[src/rtl/regfile_write_arbiter.sv]
// rtl/regfile_write_arbiter.sv - round-robin owner of the register array write port with zero-fill sequencing
module regfile_write_arbiter #(
    parameter int BITS_DATA = 32,
    parameter int BITS_ADDR = 3
) (
    input  logic                 clk,
    input  logic                 rst_n,
    input  logic                 req0_valid,
    input  logic [BITS_ADDR-1:0] req0_addr,
    input  logic [BITS_DATA-1:0] req0_data,
    output logic                 req0_ready,
    input  logic                 req1_valid,
    input  logic [BITS_ADDR-1:0] req1_addr,
    input  logic [BITS_DATA-1:0] req1_data,
    output logic                 req1_ready,
    input  logic                 clear_req,
    output logic                 wr_en,
    output logic [BITS_ADDR-1:0] wr_addr,
    output logic [BITS_DATA-1:0] wr_data,
    output logic                 init_done
);

    localparam int NUM_REGS = 2 ** BITS_ADDR;
    localparam logic [BITS_ADDR-1:0] LAST_ADDR = BITS_ADDR'(NUM_REGS - 1);

    typedef enum logic {
        CLEAR = 1'b0,
        RUN   = 1'b1
    } state_t;

    state_t               state;
    state_t               stateNext;
    logic [BITS_ADDR-1:0] clrCnt;
    logic                 rrPtr;
    logic                 grant0;
    logic                 grant1;

    // State register; reset always restarts the zero-fill from address 0.
    always_ff @(posedge clk or negedge rst_n) begin
        if (!rst_n) begin
            state <= CLEAR;
        end else begin
            state <= stateNext;
        end
    end

    // Next state and grants; a clear request blocks both grants in the cycle it is seen.
    always_comb begin
        stateNext = state;
        grant0    = 1'b0;
        grant1    = 1'b0;
        case (state)
            CLEAR: begin
                if (clrCnt == LAST_ADDR) begin
                    stateNext = RUN;
                end
            end
            RUN: begin
                if (clear_req) begin
                    stateNext = CLEAR;
                end else begin
                    grant0 = req0_valid & (!req1_valid | (rrPtr == 1'b0));
                    grant1 = req1_valid & (!req0_valid | (rrPtr == 1'b1));
                end
            end
            default: stateNext = CLEAR;
        endcase
    end

    assign req0_ready = grant0;
    assign req1_ready = grant1;

    // Registered write port, clear counter, round-robin pointer and init flag.
    always_ff @(posedge clk or negedge rst_n) begin
        if (!rst_n) begin
            clrCnt    <= '0;
            rrPtr     <= 1'b0;
            wr_en     <= 1'b0;
            wr_addr   <= '0;
            wr_data   <= '0;
            init_done <= 1'b0;
        end else begin
            case (state)
                CLEAR: begin
                    wr_en   <= 1'b1;
                    wr_addr <= clrCnt;
                    wr_data <= '0;
                    if (clrCnt == LAST_ADDR) begin
                        clrCnt    <= '0;
                        init_done <= 1'b1;
                    end else begin
                        clrCnt <= clrCnt + 1'b1;
                    end
                end
                RUN: begin
                    if (clear_req) begin
                        // rrPtr is deliberately left alone so fairness survives the clear.
                        wr_en     <= 1'b0;
                        init_done <= 1'b0;
                    end else if (grant0) begin
                        wr_en   <= 1'b1;
                        wr_addr <= req0_addr;
                        wr_data <= req0_data;
                        rrPtr   <= 1'b1;
                    end else if (grant1) begin
                        wr_en   <= 1'b1;
                        wr_addr <= req1_addr;
                        wr_data <= req1_data;
                        rrPtr   <= 1'b0;
                    end else begin
                        wr_en <= 1'b0;
                    end
                end
                default: begin
                    wr_en <= 1'b0;
                end
            endcase
        end
    end

endmodule

[config.mk]
export PLATFORM = sky130hd
export DESIGN_NAME = regfile_write_arbiter
export DESIGN_NICKNAME = d
export VERILOG_FILES = /design/src/rtl/regfile_write_arbiter.sv
export SDC_FILE = /design/constraint.sdc
export NUM_CORES = 1
export LEC_CHECK = 0
export ABC_CLOCK_PERIOD_IN_PS = 2500
export BUFFER_PORTS_ARGS = -buffer_cell sky130_fd_sc_hd__buf_2
export CAP_MARGIN = 10
export CORE_MARGIN = 2
export CORE_UTILIZATION = 50
export DETAILED_ROUTE_END_ITERATION = 16
export PLACE_DENSITY = 0.83
export SLEW_MARGIN = 20
export SYNTH_ARGS = -nofsm -noshare
export SYNTH_HDL_FRONTEND = slang
export SYNTH_SLANG_ARGS = --single-unit
[constraint.sdc]
create_clock -name clk -period 2.5 [get_ports clk]
set_input_delay 0.25 -clock clk [delete_from_list [all_inputs] [get_ports clk]]
set_output_delay 0.25 -clock clk [all_outputs]
set_load 0.01 [all_outputs]
==> results by group <==
Die
  • Cell row count: 24
  • Die height: 72.6 µm
  • Core area: 4440 µm²
  • Initial Util: 52.9%
  • Die Width: 72.6 µm
  • DIE AREA: 5270 µm²
  • I/O Pins: 114

Worst setup path
  • Setup CP Type: register to output port
  • Crit path capture type: output port
  • Critical-path cell list: nor2b_2 -> nand2_1 -> a21oi_1 -> buf_2
  • CP Buf/Inv Count: 1
  • Max stage delay on crit path: 470 ps
  • Startpoint types: register
  • WP data required: 2250 ps
  • CP Data Arrival Time: 1600 ps
  • Worst-path fanout max: 13
  • Worst path top cell family by delay: simple AND/OR/NAND/NOR gates
  • CP max-delay cell: dfrtp_1

Clock network
  • Postcts setup bufs: 0
  • CTS Buf Count: 5
  • CTS sink cnt: 42
  • CTS Buffer Depth: 2
  • TritonCTS clock tree: done
  • Worst-path clk slew: 90 ps
  • Clock root buffer: clkbuf_8
  • Clk_lat worst skew: 300 ps
  • Cts repair resizes: 0
  • CTS Hold Bufs: 0
  • H-tree depth: 2

Routing
  • Drt via density: 5.88
  • Routed wire length: 6130 µm
  • Avg WL per Cell: 15.8 µm
  • DR iter-0 viols: 129
  • # DRC: 0
  • Pre-Repair DR Iteration Count: 4
  • Vias: 2,277
  • Routed Antenna Nets: 0

Synth
  • Ys Warns: 0
  • Post-Synthesis Cells: 235
  • Seq/Total Area, Yosys: 44.7%
  • Top post-synthesis cells by area: dfrtp_1 45%, o211ai_1 10%, a31oi_2 10%
  • Synthesis-stage register bit count: 42
  • Share of the synthesized area in the top cell type: 44.7%
  • Async S/R FF share, synth: 100%
  • Count leader, synth: dfrtp_1
  • Syn_nets: 312
  • Post-synth EDFFs: 0
  • Post-synth cell types: 27
  • Commonest cells post-synth: 42 x dfrtp_1, 34 x nor3_1, 32 x nand3_1, 32 x o211ai_1, 19 x a31oi_2
  • Mean Syn Cell Area: 10.0 µm²
  • Top cell type by total area after synthesis: dfrtp_1
  • Post-Syn Area: 2350 µm²
  • Predominant post-synthesis flop cell: dfrtp_1

Cells and area
  • Share of cells above drive strength 1: 46.3%
  • N_diodes: 0
  • Synth-to-layout area growth: 27.3%
  • Fill cells: 391
  • Nets@finish: 411

Pwr
  • VDD IR-drop max: 0.662 mV
  • Lkg Pwr: 1.40 nW
  • Total power: 3.00 mW
  • Power per Cell Area: 1000 nW/µm²

Global route
  • Largest net degree at the start of global routing: 43
  • Vias in the first global route: 2,281
  • Initial antenna violation count: 0
  • First-pass GRT wire length: 10,100 µm
  • GRT Total Usage: 23.9%
  • Overall overflow remaining after global route: 0

Job
  • Max-cap check violation count: 0

Timing
  • Clock Skew: 13.2 ps
  • Final setup TNS: 0 ps
  • # setup viols final: 0
  • Final hold vios: 0
  • Max Slew Vio Count: 0
  • Maximum clock rate: 0.540 GHz
  • Worst-margin pin slew: 938 ps
  • Crit share post-route: 74.1%
  • RSZ-0062 raised after global routing: no
  • Post-layout minimum cycle time: 1850 ps
  • Max-Slew Margin vs Limit: 37.5%

Placed design
  • HPWL Detailed: 4290 µm
  • Number of port buffers: 113
  • Gpl congestion: 0.826

Hold path
  • Hold Path Class: input pin to async pin

Run status
  • Status: finished clean
-- stage by stage --
stage	hold WS (ps)	area (µm²)	utilization, %	cells	setup slack, ps
final	91.0	2990	67.4	387	647
after floorplan	-45.6	2350	-	235	1090
after global placement	436	2880	64.8	379	897
after detailed placement	448	2880	64.8	379	838
after global routing	166	2990	67.4	387	577
after CTS	124	2990	67.4	387	667
-- cell type report --
type                    count  area [µm²]  share of cell area, %
well taps                  52        65.1                   2.17
clock buffers               5        68.8                   2.30
flip-flops and latches     42        1050                   35.1
repair buffers            122         633                   21.1
inverters                   6        22.5                  0.752
multi-input cells         157        1110                   37.0
clock inverters             3        45.0                   1.50
-- state kept, by name, summed over array words and instances, names as in the netlist --
signal / flops
state: 1
wr_addr: 3
init_done: 1
wr_data: 32
wr_en: 1
clrCnt: 3
rrPtr: 1
-- cell families after synthesis --
kind of cell    Yosys count  synth area share (%)
compound gates           77                  28.0
buf+inv                  36                  8.30
flops                    42                  44.7
simple gates             73                  15.7
mux                       5                  2.23
fa+ha+maj                 2                  1.06
-- worst reg2reg max path, stage by stage (launching register included) --
cell	delay, ps
dfrtp_1	440
a21bo_1	360
buf_4	370
mux2i_1	240
o221ai_1	110
-- report_power, final --
group | total, mW | internal (mW) | switching, mW
Sequential | 1.09 | 0.936 | 0.157
Combinational | 1.36 | 0.585 | 0.773
Clock | 0.544 | 0.297 | 0.247
-- routing by layer --
| layer | wire (µm) | global-route usage [%] |
|---|---|---|
| met4 | 70 | 7.20 |
| met5 | 0 | 0 |
| met1 | 2580 | 30.3 |
| met2 | 3060 | 41.3 |
| met3 | 417 | 4.83 |
-- cell usage in the layout, fill, tap and decap left out, drive strengths merged --
| master | synthesis | final |
|---|---|---|
| inv | 6 | 6 |
| a21o | 2 | 2 |
| o211ai | 32 | 32 |
| nor2 | 1 | 1 |
| nand2b | 1 | 1 |
| mux2i | 3 | 3 |
| mux2 | 2 | 2 |
| clkinvlp | 0 | 2 |
| o21ba | 1 | 1 |
| nand3 | 32 | 32 |
| o221ai | 3 | 3 |
| a21bo | 1 | 1 |
| buf | 22 | 122 |
| o22ai | 1 | 1 |
| nor2b | 1 | 1 |
| nand2 | 4 | 4 |
| o21ai | 1 | 1 |
| dfrtp | 42 | 42 |
| a31oi | 33 | 33 |
| bufinv | 0 | 1 |
| a21boi | 1 | 1 |
| clkbuf | 8 | 5 |
| ha | 2 | 2 |
| a21oi | 2 | 2 |
| nor3 | 34 | 34 |
-- worst paths after layout --
check                                 startpoint                 endpoint  slack (ps)  cells past startpoint
hold / removal                             rst_n    clrCnt[2]$_DFFE_PN0N_          90                      1
hold reg to reg            clrCnt[1]$_DFFE_PN0N_   wr_addr[1]$_DFFE_PN0P_         540                      2
setup reg to reg               rrPtr$_DFFE_PN0P_   wr_addr[0]$_DFFE_PN0P_         850                      4
min in group clk                   req0_data[20]  wr_data[20]$_DFFE_PN0P_         220                      3
setup / recovery                 state$_DFF_PN0_               req1_ready         650                      4
max in group asynchronous                  rst_n   wr_data[3]$_DFFE_PN0P_        1810                      1
Power figures use the tool's default switching activity.
